===== src/rtl/serial_tx_if.sv =====
// Load port of the serial transmitter: a valid/ready handshake carrying one word.
interface serial_tx_if #(
    parameter int WIDTH = 8
);
    logic [WIDTH-1:0] load_data;
    logic             load_valid;
    logic             load_ready;

    modport master (
        output load_data,
        output load_valid,
        input  load_ready
    );

    modport slave (
        input  load_data,
        input  load_valid,
        output load_ready
    );
endinterface


===== src/rtl/serial_tx.sv =====
// Framed parallel-to-serial transmitter with a one-entry holding buffer.
// Bits launch on the rising edge so the downstream receiver can sample them
// mid-bit on the falling edge. An optional even-parity bit follows the data.
//
//   state | meaning
//   IDLE  | line quiet, waiting for a held word
//   SHIFT | frame on the line, cnt = index of the bit currently driven
//   GAP   | one quiet cycle after a frame, done pulses here
module serial_tx #(
    parameter int WIDTH     = 8,
    parameter int MSB_FIRST = 1,
    parameter int PARITY_EN = 0
) (
    input  logic        clock,
    input  logic        reset,
    serial_tx_if.slave  load,
    output logic        sdata,
    output logic        sframe,
    output logic        done
);

    localparam int N     = WIDTH + ((PARITY_EN != 0) ? 1 : 0);
    localparam int CNT_W = $clog2(N + 1);

    typedef enum logic [1:0] {
        IDLE  = 2'd0,
        SHIFT = 2'd1,
        GAP   = 2'd2
    } state_t;

    state_t           state_q, state_d;
    logic [CNT_W-1:0] cnt_q, cnt_d;
    logic [N-1:0]     shift_q, shift_d;
    logic [WIDTH-1:0] hold_q, hold_d;
    logic             hold_full_q, hold_full_d;
    logic             sdata_d, sframe_d, done_d;
    logic             take;
    logic             accept;
    logic [N-1:0]     frame;

    // Frame in transmit order: frame[N-1] goes out first, parity (if any) last.
    function automatic logic [N-1:0] build_frame(input logic [WIDTH-1:0] d);
        logic [N-1:0] f;
        f = '0;
        for (int i = 0; i < WIDTH; i++) begin
            f[N-1-i] = (MSB_FIRST != 0) ? d[WIDTH-1-i] : d[i];
        end
        if (PARITY_EN != 0) begin
            f[0] = ^d;
        end
        return f;
    endfunction

    assign load.load_ready = !hold_full_q;
    assign accept          = load.load_valid && !hold_full_q;
    assign frame           = build_frame(hold_q);

    // Next-state, shifter and holding-buffer logic; outputs default to a quiet line.
    always_comb begin
        state_d     = state_q;
        cnt_d       = cnt_q;
        shift_d     = shift_q;
        hold_d      = hold_q;
        hold_full_d = hold_full_q;
        sdata_d     = 1'b0;
        sframe_d    = 1'b0;
        done_d      = 1'b0;
        take        = 1'b0;

        case (state_q)
            IDLE: begin
                if (hold_full_q) begin
                    take = 1'b1;
                end
            end
            SHIFT: begin
                if (cnt_q == CNT_W'(N - 1)) begin
                    state_d = GAP;
                    done_d  = 1'b1;
                end else begin
                    cnt_d    = cnt_q + 1'b1;
                    sdata_d  = shift_q[N-1];
                    shift_d  = shift_q << 1;
                    sframe_d = 1'b1;
                end
            end
            GAP: begin
                if (hold_full_q) begin
                    take = 1'b1;
                end else begin
                    state_d = IDLE;
                end
            end
            default: state_d = IDLE;
        endcase

        // Moving the held word into the shifter frees the buffer; take and
        // accept are exclusive because one needs the buffer full, the other empty.
        if (take) begin
            state_d     = SHIFT;
            cnt_d       = '0;
            sdata_d     = frame[N-1];
            shift_d     = frame << 1;
            sframe_d    = 1'b1;
            hold_full_d = 1'b0;
        end
        if (accept) begin
            hold_d      = load.load_data;
            hold_full_d = 1'b1;
        end
    end

    // State and registered line outputs; reset drops everything, including held data.
    always_ff @(posedge clock or negedge reset) begin
        if (!reset) begin
            state_q     <= IDLE;
            cnt_q       <= '0;
            shift_q     <= '0;
            hold_q      <= '0;
            hold_full_q <= 1'b0;
            sdata       <= 1'b0;
            sframe      <= 1'b0;
            done        <= 1'b0;
        end else begin
            state_q     <= state_d;
            cnt_q       <= cnt_d;
            shift_q     <= shift_d;
            hold_q      <= hold_d;
            hold_full_q <= hold_full_d;
            sdata       <= sdata_d;
            sframe      <= sframe_d;
            done        <= done_d;
        end
    end

endmodule


===== src/flat_wrapper.sv =====
// flat-port wrapper written by rule: the top's interface ports become plain ports
module serial_tx_flat 
#(
    parameter int WIDTH     = 8,
    parameter int MSB_FIRST = 1,
    parameter int PARITY_EN = 0
)
  (clock, reset, sdata, sframe, done, load_load_data, load_load_valid, load_load_ready);
  serial_tx_if #(.WIDTH(WIDTH)) load_i ();
  input  logic clock;
  input  logic reset;
  output logic sdata;
  output logic sframe;
  output logic done;
  input wire logic [$bits(load_i.load_data)-1:0] load_load_data;
  input wire logic [$bits(load_i.load_valid)-1:0] load_load_valid;
  output wire logic [$bits(load_i.load_ready)-1:0] load_load_ready;
  assign load_i.load_data = load_load_data;
  assign load_i.load_valid = load_load_valid;
  assign load_load_ready = load_i.load_ready;
  serial_tx #(.WIDTH(WIDTH), .MSB_FIRST(MSB_FIRST), .PARITY_EN(PARITY_EN)) u_core (.clock(clock), .reset(reset), .load(load_i), .sdata(sdata), .sframe(sframe), .done(done));
endmodule

===== config.mk =====
export PLATFORM = sky130hd
export DESIGN_NAME = serial_tx_flat
export DESIGN_NICKNAME = d
export VERILOG_FILES = /design/src/rtl/serial_tx_if.sv /design/src/rtl/serial_tx.sv /design/src/flat_wrapper.sv
export SDC_FILE = /design/constraint.sdc
export NUM_CORES = 1
export LEC_CHECK = 0
export CAP_MARGIN = 20
export CORE_ASPECT_RATIO = 0.7
export CORE_MARGIN = 1
export CORE_UTILIZATION = 47
export CTS_CLUSTER_SIZE = 20
export DETAILED_ROUTE_END_ITERATION = 6
export HOLD_SLACK_MARGIN = 0.03
export PLACE_DENSITY = 0.81
export SLEW_MARGIN = 20
export SYNTH_ARGS = -nofsm -noshare
export SYNTH_HDL_FRONTEND = slang
export SYNTH_SLANG_ARGS = --single-unit

===== constraint.sdc =====
create_clock -name clock -period 1.2 [get_ports clock]
set_input_delay 0.12 -clock clock [delete_from_list [all_inputs] [get_ports clock]]
set_output_delay 0.12 -clock clock [all_outputs]
set_load 0.02 [all_outputs]

# Word level (Yosys, flattened, before mapping)
# Index checks and enable logic that the tools add are counted.
# word_totals
ff_bits	26
latch_bits	0
mem_bits_rw	0
romBits	0
out_inout_bits	4
elab_cells	46
memories	0
# classes
n_addsub	1
mul	0
n_div	0
order_cmp	0
n_eq_ne	7
shifts	0
mux	22
bitwise	0
reduce_logical	8
# ops
op	count
8-bit two-way mux	3
1-bit two-way mux	12
4-bit two-way mux	3
2-bit two-way mux	3
2-bit case mux with 3 select lines	1
4-bit by 1-bit adder with 4-bit output, second input constant	1
4-bit by 3-bit equality test with 1-bit output, second input constant	1
2-bit by 1-bit != test with 1-bit output, second input constant	2
2-bit nonzero test	2
3-bit by 1-bit != test with 1-bit output, second input constant	1
3-bit != test, second input constant	1
3-bit AND reduction	1
2-bit by 1-bit equality test with 1-bit output, second input constant	1
2-bit equality test, second input constant	1
2-bit zero test	1
2-bit AND reduction	1
2-bit OR reduction	1
1-bit logical AND	1
1-bit zero test	1

# Logic depth before layout (Yosys ltp)
# logic_depth
word_depth	5
ltp_mapped	4
ltp_nobuf	4

# Worst setup path before layout
# No wires, ideal clock.
# synth_timing
path_kind	flip-flop to flip-flop
start	register u_core.cnt_q[0]
end	register u_core.cnt_q[0]
arrival_time_ns	1.284
required_ns	1.127
slack_ns	-0.157
path_stages_with_launch	5
synth_period_minus_slack_ns	1.357
cell_sequence	dfrtp_1 -> ha_1 -> and3b_1 -> or3_1 -> a21oi_2
# synth_via
elab_chain_cells	4
# synth_rtl
item	line_no	source
start, declared	serial_tx.sv:32	logic [CNT_W-1:0] cnt_q, cnt_d;
start signal, assigned	serial_tx.sv:126	cnt_q <= cnt_d;
4-bit by 1-bit adder with 4-bit output	serial_tx.sv:81	cnt_d = cnt_q + 1'b1;
4-bit two-way mux	serial_tx.sv:77	if (cnt_q == CNT_W'(N - 1)) begin
4-bit two-way mux	serial_tx.sv:70	case (state_q)
4-bit two-way mux	serial_tx.sv:99	if (take) begin
# Parallel ways exist; a longest one is shown, timed or not. The select of a mux whose other input is x is not followed.
# A chain may end at the register's enable or synchronous reset.

# Final worst setup path
# layout_timing
start	register u_core.cnt_q[1]
end	register u_core.cnt_q[0]
# layout_via
elab_chain_cells	3
# layout_rtl
item	line_no
4-bit by 3-bit equality test with 1-bit output	serial_tx.sv:77
2-bit by 1-bit != test with 1-bit output (no source line)	-
2-bit AND reduction (no source line)	-
# Every way passes these cells.

==> flow_summary.rst <==
.. list-table::
   :header-rows: 1

   * - Metric
     - Value
   * - Total inserted antenna cells
     - 0
   * - Post-detail-place hpwl
     - 1510 um
   * - Final setup violation count
     - 16
   * - Post-layout minimum cycle time
     - 1.36 ns
   * - Total power divided by cell area
     - 2530 mW/mm2
   * - Routed len/inst
     - 15.7 um
   * - Crit. End Element
     - flop
   * - Core footprint
     - 0.00198 mm2
   * - Total standard cell area after synthesis
     - 0.00106 mm2
   * - Total wire length after detailed routing
     - 2370 um
   * - Antenna violations before repair
     - 0
   * - Number of routed nets with antenna violations
     - 0
   * - Count of max-cap constraint violations
     - 0
   * - First-pass GRT wire length
     - 3920 um
   * - Area occupied by registers
     - 629 um2
   * - Starting utilization of the core area
     - 53.4%
   * - Worst slack on hold paths
     - 0.140 ns
   * - Worst-path maximum fanout
     - 4
   * - Root buffer selected by CTS
     - clkbuf_4
   * - Post-synth net total
     - 101
   * - Setup crit start kind
     - flop
   * - Die boundary height
     - 41.7 um
   * - Number of max-slew violations in the final report
     - 0
   * - I/O pins
     - 15
   * - Class of the most critical hold timing path
     - primary input to asynchronous set/reset pin
   * - Number of vias per cell
     - 5.51
   * - DRC violation count after routing
     - 0
   * - Top post-synthesis cells by count
     - 25 x dfrtp_1, 10 x nand2_1, 7 x mux2_2
   * - Data required time of the critical path
     - 1.45 ns
   * - Outcome
     - finished with violations
   * - Number of unique standard cell types used by synthesis
     - 27
   * - Length in cells of the worst reg-to-reg path
     - 4
   * - Most instantiated flip-flop cell in the synthesis netlist
     - dfrtp_1
   * - Horizontal extent of the die
     - 58.8 um
   * - Number of clock sinks
     - 25
   * - Count of H-tree levels built during CTS
     - 1
   * - Detailed-route via count
     - 832
   * - Utilization after layout
     - 78.5%
   * - Number of storage elements in the synthesis netlist
     - 25
   * - Final Net Count
     - 134
   * - Worst reg2reg path endpoint
     - u_core.cnt_q[0]$_DFFE_PN0P_
   * - Worst path setup slack after routing
     - -0.158 ns
   * - Router iterations before antenna repair
     - 4
   * - Largest clock skew in the final design
     - 0.0195 ns
   * - Share of the cycle needed by the critical path after routing
     - 113%
   * - Slew of the pin with the lowest slew margin
     - 0.331 ns
   * - Arrival time reported for the critical path endpoint
     - 1.61 ns
   * - Violated checks
     - negative setup slack
   * - Area of the multi-input gates
     - 561 um2
   * - Maximum vdd ir drop
     - 1.10 mV
   * - Setup tns final
     - -0.829 ns
   * - Overflow left after global routing
     - 0
   * - Latest clock arrival within the worst-skew pair
     - 0.33 ns
   * - Largest net degree at the start of global routing
     - 26
   * - Global-route usage over all layers
     - 22.2%
   * - Area of all placed cells without fillers
     - 0.00156 mm2
   * - Cell accounting for the most synthesized area
     - dfrtp_1
   * - DRC violation total after the first TritonRoute iteration
     - 44
   * - Origin of the critical flop-to-flop path
     - u_core.cnt_q[1]$_DFFE_PN0P_
   * - Number of warning messages in the yosys log
     - 0
   * - Number of cells in the finished layout apart from fillers
     - 151
   * - Static leakage
     - 0.728 nW
   * - CTS tree
     - yes
   * - Layout overhead on the synthesized area
     - 47.0%
   * - Clock Pin Slew Worst Setup and Hold Paths
     - 0.14 ns
   * - Instance count after placement with tap cells included
     - 145
   * - Largest cells by area after synthesis
     - dfrtp_1 59%, mux2_2 7.4%, nand2_1 3.5%, a221o_1 2.8%, o211ai_1 2.8%
   * - Mean cell area of the mapped netlist
     - 11.9 um2
   * - Sequential-to-total area share from yosys stat
     - 59.0%
   * - Worst relative slew slack
     - 77.8%
   * - Cts hold-fix bufs
     - 0
   * - Number of port buffers
     - 14
   * - Async set-reset flop share out of synthesis
     - 100%
   * - Number of enable-type register cells in the synthesized netlist
     - 0
   * - Fraction of final layout cells with drive strength greater than 1
     - 45.5%
   * - Longest Clk Path Bufs
     - 2
   * - Total die area
     - 0.00245 mm2
   * - Fillers
     - 111
   * - FP Rows
     - 13
   * - Cell area after placement
     - 0.00136 mm2
   * - Launch point of the worst path
     - u_core.cnt_q[1]$_DFFE_PN0P_
   * - Max Clk Rate
     - 0.736 GHz
   * - Number of endpoints with negative hold slack in the final report
     - 0
   * - CP endpoint
     - u_core.cnt_q[0]$_DFFE_PN0P_
   * - Total clock buffers created by CTS
     - 3
   * - Unrepaired setup endpoints after global routing
     - true
   * - Worst-case register-to-register setup slack
     - -0.16 ns
   * - Pwr Total
     - 3.95 mW
   * - Proportion of netlist area held by the largest area contributor
     - 59.0%
   * - Critical setup path kind
     - flop to flop
   * - Count of mapped cells out of synthesis
     - 89
   * - Gp weighted congestion
     - 0.774
   * - Leading cell type by number of instances after synthesis
     - dfrtp_1
   * - Worst setup slack before clock tree synthesis
     - -0.201 ns
   * - Via count of the first global-routing pass
     - 838
layout make-up:
| type | instances | area share, % |
|---|---|---|
| Multi-Input combinational cell | 57 | 36.0 |
| Sequential cell | 25 | 40.4 |
| Tap cell | 30 | 2.41 |
| Timing Repair Buffer | 32 | 18.8 |
| Clock buffer | 4 | 1.69 |
| Inverter | 3 | 0.723 |
critical path, cell delays in order (launching register included):
cell and delay (ns):
dfrtp_1 0.43, ha_4 0.19, and3b_2 0.23, or3_4 0.33, a21oi_2 0.11
sequential cells by signal, summed over array words and instances, names as in the netlist:
| name | cells |
|---|---|
| u_core.frame | 8 |
| u_core.shift_q | 7 |
| u_core.cnt_q | 4 |
| u_core.state_q | 2 |
| u_core.done | 1 |
| u_core.hold_full_q | 1 |
| u_core.sdata | 1 |
| u_core.sframe | 1 |
how the worst min path moves through the flow:
stage,cells past startpoint,start,to
finish,2,reset,u_core.state_q[1]$_DFFE_PN0P_
global route,2,reset,u_core.shift_q[4]$_DFFE_PN0P_
CTS,2,reset,u_core.state_q[1]$_DFFE_PN0P_
detailed placement,2,u_core.frame[0]$_DFFE_PN0P_,u_core.shift_q[1]$_DFFE_PN0P_
global placement,1,u_core.frame[2]$_DFFE_PN0P_,u_core.frame[2]$_DFFE_PN0P_
floorplan,0,reset,u_core.cnt_q[0]$_DFFE_PN0P_
cells in the final DEF, fill, tap and decap left out, drive strengths merged:
cell type	n
dfrtp	25
buf	19
clkdlybuf4s50	10
nand2	10
mux2	8
nand3	5
o211ai	4
clkbuf	4
a21oi	4
inv	3
nor2b	3
and3	3
a221o	3
o21ai	3
dlygate4sd2	3
nor3	2
nand2b	2
nor2	2
nand3b	1
and3b	1
a22o	1
a211oi	1
a21o	1
or3	1
o31ai	1
ha	1
what timing repair did:
item / CTS / global route
pin swaps: 2 / 4
setup endpoints to repair: 23 / 21
cloned: 1 / 0
resized for setup: 27 / 21
buffers inserted: 2 / 1
per-layer routing:
metal | share of wire, % | vias to the layer above | track usage (%)
met5 | 0 | - | 0
met4 | 0.55 | 0 | 4.76
met3 | 5.1 | 2 | 6.54
met2 | 48 | 25 | 34.8
met1 | 47 | 425 | 30.5
li1 | - | 380 | -
power breakdown:
part           switching (mW)  leakage (nW)  internal, mW  total (mW)
clock                   0.249        0.0150         0.130       0.379
combinational           0.890         0.409          1.16        2.05
sequential              0.295         0.304          1.22        1.52
kinds of logic after synthesis:
family,after synthesis,synth area share [%]
simple gates,30,15.6
flops,25,59.0
compound gates,18,12.6
mux,8,8.50
buf+inv,7,3.07
fa+ha+maj,1,1.18
No activity file was read; power rests on OpenSTA's default activity.
